<file path="src/rtl/pwm_multi_ip.sv">
// Multi-channel PWM peripheral: one prescaled edge/center-aligned counter shared by NUM_CH
// channels, shadowed PERIOD/DUTY reloaded at the period boundary, sticky period-done IRQ.
module pwm_multi_ip #(
    parameter int NUM_CH = 4,
    parameter int CNT_W  = 16,
    parameter int PRE_W  = 8
) (
    input  logic              clk,
    input  logic              rst_n,
    input  logic              bus_we,
    input  logic [31:0]       bus_addr,
    input  logic [31:0]       bus_wdata,
    output logic [31:0]       bus_rdata,
    output logic [NUM_CH-1:0] pwm_out,
    output logic              irq
);
    localparam logic [CNT_W-1:0] PERIOD_RST = CNT_W'(32'hFF);
    localparam logic [CNT_W-1:0] CNT_ONE    = CNT_W'(1);
    localparam logic [PRE_W-1:0] PRE_ONE    = PRE_W'(1);

    logic [7:0]        addr;
    logic              en, mode, ie, pd, dir, dir_nxt;
    logic [CNT_W-1:0]  period_sh, period_act, cnt, cnt_nxt;
    logic [PRE_W-1:0]  pre_sh, pre;
    logic [CNT_W-1:0]  duty_sh  [NUM_CH];
    logic [CNT_W-1:0]  duty_act [NUM_CH];
    logic              wr_ctrl, wr_period, wr_pre, wr_status;
    logic [NUM_CH-1:0] wr_duty;
    logic              tick, boundary;
    logic              unused_bits;

    assign addr        = bus_addr[7:0];
    assign unused_bits = ^{bus_addr[31:8], bus_wdata};
    assign irq         = pd & ie;

    always_comb begin
        wr_ctrl   = bus_we && (addr == 8'h00);
        wr_period = bus_we && (addr == 8'h04);
        wr_pre    = bus_we && (addr == 8'h08);
        wr_status = bus_we && (addr == 8'h0C);
        for (int i = 0; i < NUM_CH; i++) begin
            wr_duty[i] = bus_we && (addr == 8'(16 + 4 * i));
        end
    end

    always_comb begin
        bus_rdata = '0;
        case (addr)
            8'h00:   bus_rdata = {29'b0, ie, mode, en};
            8'h04:   bus_rdata = 32'(period_sh);
            8'h08:   bus_rdata = 32'(pre_sh);
            8'h0C:   bus_rdata = {30'b0, dir, pd};
            default: bus_rdata = '0;
        endcase
        for (int i = 0; i < NUM_CH; i++) begin
            if (addr == 8'(16 + 4 * i)) begin
                bus_rdata = 32'(duty_sh[i]);
            end
        end
    end

    // Counter step on each prescaler tick; a period with P_act=0 in center mode degenerates to a
    // boundary on every tick with the counter parked at zero.
    assign tick = en && (pre == pre_sh);

    always_comb begin
        cnt_nxt  = cnt;
        dir_nxt  = dir;
        boundary = 1'b0;
        if (!en) begin
            cnt_nxt = '0;
            dir_nxt = 1'b0;
        end else if (tick) begin
            if (!mode) begin
                if (cnt == period_act) begin
                    cnt_nxt  = '0;
                    boundary = 1'b1;
                end else begin
                    cnt_nxt = cnt + CNT_ONE;
                end
            end else if (period_act == '0) begin
                cnt_nxt  = '0;
                dir_nxt  = 1'b0;
                boundary = 1'b1;
            end else if (!dir) begin
                if (cnt == period_act) begin
                    dir_nxt = 1'b1;
                    cnt_nxt = cnt - CNT_ONE;
                end else begin
                    cnt_nxt = cnt + CNT_ONE;
                end
            end else if (cnt == '0) begin
                dir_nxt  = 1'b0;
                cnt_nxt  = CNT_ONE;
                boundary = 1'b1;
            end else begin
                cnt_nxt = cnt - CNT_ONE;
            end
        end
    end

    always_ff @(posedge clk or negedge rst_n) begin
        if (!rst_n) begin
            en        <= 1'b0;
            mode      <= 1'b0;
            ie        <= 1'b0;
            period_sh <= PERIOD_RST;
            pre_sh    <= '0;
            for (int i = 0; i < NUM_CH; i++) duty_sh[i] <= '0;
        end else begin
            if (wr_ctrl)   {ie, mode, en} <= bus_wdata[2:0];
            if (wr_period) period_sh <= bus_wdata[CNT_W-1:0];
            if (wr_pre)    pre_sh    <= bus_wdata[PRE_W-1:0];
            for (int i = 0; i < NUM_CH; i++) begin
                if (wr_duty[i]) duty_sh[i] <= bus_wdata[CNT_W-1:0];
            end
        end
    end

    always_ff @(posedge clk or negedge rst_n) begin
        if (!rst_n) begin
            pre <= '0;
            cnt <= '0;
            dir <= 1'b0;
        end else begin
            pre <= (!en || tick) ? '0 : pre + PRE_ONE;
            cnt <= cnt_nxt;
            dir <= dir_nxt;
        end
    end

    // Active copies track the shadows freely while disabled, otherwise only at a boundary,
    // so a running waveform never sees a half-applied update.
    always_ff @(posedge clk or negedge rst_n) begin
        if (!rst_n) begin
            period_act <= PERIOD_RST;
            for (int i = 0; i < NUM_CH; i++) duty_act[i] <= '0;
        end else if (!en || boundary) begin
            period_act <= period_sh;
            for (int i = 0; i < NUM_CH; i++) duty_act[i] <= duty_sh[i];
        end
    end

    always_ff @(posedge clk or negedge rst_n) begin
        if (!rst_n) begin
            pd      <= 1'b0;
            pwm_out <= '0;
        end else begin
            if (boundary) begin
                pd <= 1'b1;
            end else if (wr_status && bus_wdata[0]) begin
                pd <= 1'b0;
            end
            for (int i = 0; i < NUM_CH; i++) begin
                pwm_out[i] <= en && (cnt < duty_act[i]);
            end
        end
    end
endmodule

</file>
<file path="config.mk">
export PLATFORM = sky130hd
export DESIGN_NAME = pwm_multi_ip
export DESIGN_NICKNAME = d
export VERILOG_FILES = /design/src/rtl/pwm_multi_ip.sv
export SDC_FILE = /design/constraint.sdc
export NUM_CORES = 1
export LEC_CHECK = 0
export CELL_PAD_IN_SITES_DETAIL_PLACEMENT = 1
export CELL_PAD_IN_SITES_GLOBAL_PLACEMENT = 1
export CORE_ASPECT_RATIO = 0.9
export CORE_MARGIN = 4
export CORE_UTILIZATION = 49
export DETAILED_ROUTE_END_ITERATION = 7
export PLACE_DENSITY_LB_ADDON = 0.08
export SYNTH_ARGS = -nofsm -noshare
export SYNTH_HDL_FRONTEND = slang
export SYNTH_SLANG_ARGS = --single-unit
</file>
<file path="constraint.sdc">
create_clock -name clk -period 8.2 [get_ports clk]
set_input_delay 0.82 -clock clk [delete_from_list [all_inputs] [get_ports clk]]
set_output_delay 0.82 -clock clk [all_outputs]
set_load 0.05 [all_outputs]
</file>
==> results.md <==
- Status: completed
- Buffers on Ports: 47
- Final slew viol count: 0
- RR Endpoint: period_act[12]$_DFFE_PN0P_
- DP Wirelength: 21300 um
- WS Path Type: in -> out
- Drt pass-1 iters: 5
- Commonest non-fill, non-tap cell in the layout: dfrtp_1
- Largest net degree at the start of global routing: 87
- Final setup fails: 0
- First-pass GRT wire length: 49800 um
- Crit end category: primary output
- Crit path depth: 7
- Mapped Cells: 1049
- #FFs+latches synth: 201
- Setup crit start: bus_addr[7]
- Hold Crit Class: in -> async
- Placed cell areas: 11500 um2
- Routability cong.: 0.821
- Mean Syn Cell Area: 10.4 um2
- Post-synth EDFFs: 0
- Yosys warning count: 0
- Initial core utilization: 50.2%
- Initial antenna violation count: 2
- Post-synthesis async set-or-reset flop share: 100%
- DRT met1 WL: 15400 um
- CP max stage delay: 0.86 ns
- Hold-fix buffers, CTS: 0
- Clk buf depth: 3
- Area of the core: 21800 um2
- # fillers: 2394
- Max-cap violations: 0
- Post-CTS Setup Inserts: 0
- Most frequent cells in the layout: dfrtp_1, mux2_2, nand2_1
- Skew final: 0.00949 ns
- Clock transition at path regs: 0.06 ns
- Footprint of the multi-input gates: 5300 um2
- Distinct cells, synth: 57
- Total CTS buffers: 23
- Vias in the first global route: 8513
- Post-route cell area: 12300 um2
- Initial DRC Count: 497
- Worst VDD drop: 0.158 mV
- IO Pins: 104
- Minimum clock period: 5.15 ns
- Num Clock Sinks: 201
- Area growth syn-to-layout: 12.4%
- Layout cells sized above 1: 17.1%
- Worst-margin pin slew: 1.24 ns
- Ys flop type: dfrtp_1
- Die Width: 166 um
- H-tree levels: 1
- Drc violations: 0
- Clk_lat worst skew: 0.52 ns
- GRT overflow: 0
- DR WL/cell: 22.7 um
- Critical Path End: bus_rdata[12]
- Area of the mapped netlist: 11000 um2
- Vias after detailed routing: 8075
- Critical R2R Launch: cnt[1]$_DFFE_PN0N_
- Root Buffer: clkbuf_16
- Worst Path Buf+Inv: 2
- CP required: 7.38 ns
- R2R depth: 11
- Layout Nets: 1208
- Vias per cell: 5.83
- CTS tree: built
- Slowest-stage cell, CP: clkdlybuf4s50_1
- Most used cell along the critical path: clkdlybuf4s50_1
- Die height: 150 um
- Worst Setup Start Kind: input pin
- Antenna cells: 0
- Row count: 51
- Detail Route Antenna Nets: 0
- Cells along the critical path: clkdlybuf4s50_1 -> nor4_1 -> nor2b_1 -> and2_1 -> a221oi_1 -> a21oi_1 -> clkdlybuf4s50_1
- Sequential share of the synthesized area: 46.1%
- Post-cts sizing count: 0
- Setup TNS: 0 ns
- Critical path peak fanout: 12
- Wire length on met2: 14400 um
- Global Route Usage Sum: 26.1%
- Fmax: 194 MHz
- Finished Layout Cells: 1386
- RSZ-0062 raised after global routing: false
- Seq. cell area: 5050 um2
- Leakage: 5.70 nW
- Endpoints failing hold: 0
- Die area: 24800 um2
- WL met3: 1170 um
- Top sig layer: met5
- Placed cells: 1344
- Final WL: 31500 um
- Max_slew headroom: 17.1%
- Delay-heaviest family, CP: simple AND/OR/NAND/NOR gates
- Arrival @ worst endpoint: 4.33 ns
- Final period util: 62.8%
- Flop2flop setup slack: 3.67 ns
- Pwr/cell area: 196 nW/um2
[state kept, by name, summed over array words and instances, names as in the netlist, 4 cells and up]
name and flops:
duty_act 64, duty_sh 64, cnt 16, period_act 16, period_sh 16, pre 8, pre_sh 8, pwm_out 4
[how the worst min path moves through the flow]
| stage | start | endpoint | slack (ns) | cells after the start |
|---|---|---|---|---|
| floorplan | duty_sh[15]$_DFFE_PN0P_ | duty_act[15]$_DFFE_PN0P_ | 0.46 | 2 |
| global placement | duty_sh[5]$_DFFE_PN0P_ | duty_act[5]$_DFFE_PN0P_ | 0.48 | 2 |
| detailed placement | duty_sh[18]$_DFFE_PN0P_ | duty_act[18]$_DFFE_PN0P_ | 0.50 | 2 |
| CTS | rst_n | cnt[3]$_DFFE_PN0N_ | 0.32 | 1 |
| global route | rst_n | cnt[3]$_DFFE_PN0N_ | 0.33 | 1 |
| finish | rst_n | cnt[3]$_DFFE_PN0N_ | 0.29 | 1 |
[layer usage]
| metal | vias to the layer above | track usage, % |
|---|---|---|
| li1 | 3722 | - |
| met2 | 156 | 41.3 |
| met3 | 42 | 3.94 |
| met4 | 2 | 5.15 |
| met5 | - | 0 |
| met1 | 4153 | 38.6 |
[synthesized netlist by cell type, types with 8 or more instances]
master    count  area [um2]
dfrtp_1     185        4630
mux2_2      111        1250
nand2_1     109         409
inv_1        68         255
ha_1         63         788
o21ai_0      55         275
nor2_1       47         176
a21o_1       33         248
xnor2_1      33         289
clkbuf_1     28         105
o21ai_1      27         135
a21oi_1      26         130
buf_4        21         158
nand3_1      20         100
a221oi_1     17         149
mux2i_1      17         170
dfstp_2      16         420
nand2b_1     15        93.8
and3_1       12        75.1
nand4_1      12        75.1
nor3_1       11        55.1
nor4_1       11        68.8
buf_2        10        50.1
o21a_1       10        75.1
a222oi_1      9        90.1
buf_6         9         101
xor2_1        9        78.8
and2_1        8        50.1
[through the flow]
| step | utilization (%) | total power [mW] | setup WS, ns | hold slack (ns) |
|---|---|---|---|---|
| 2_1_floorplan | - | 1.26 | 4.40 | 0.462 |
| 3_3_place_gp | 52.9 | 1.36 | 3.09 | 0.485 |
| 3_5_place_dp | 52.9 | 1.37 | 3.06 | 0.498 |
| 4_1_cts | 56.4 | 2.44 | 3.03 | 0.322 |
| 5_1_grt | 56.4 | 2.51 | 2.94 | 0.332 |
| 6_report | 56.4 | 2.42 | 3.05 | 0.295 |
[where the power goes]
group	switching, mW	leakage (nW)	internal (mW)	total, mW
combinational	0.181	2.61	0.105	0.285
clock	0.416	0.373	0.641	1.06
sequential	0.0345	2.72	1.04	1.07
total	0.631	5.70	1.78	2.42
[cell type report]
type                       instances  share of cell area (%)
inverter                          68                    2.07
multi-input combinational        724                    43.0
sequential                       201                    41.0
timing repair buffer              60                    4.65
clock inverter                     8                   0.986
clock buffer                      34                    5.26
tap                              291                    2.96
[logic make-up (layout without fill, tap and decap cells)]
logic type	count (synthesis)	after routing	synth area share, %
multiplexers	129	129	13.1
AND/OR/NAND/NOR	266	266	11.6
XOR/XNOR	42	42	3.36
flip-flops	201	201	46.1
other	1	16	0.0342
AO/OA/AOI/OAI	208	208	12.4
buffers and inverters	139	170	6.21
adder cells (fa/ha/maj)	63	63	7.20
No activity file was read; power rests on OpenSTA's default activity.
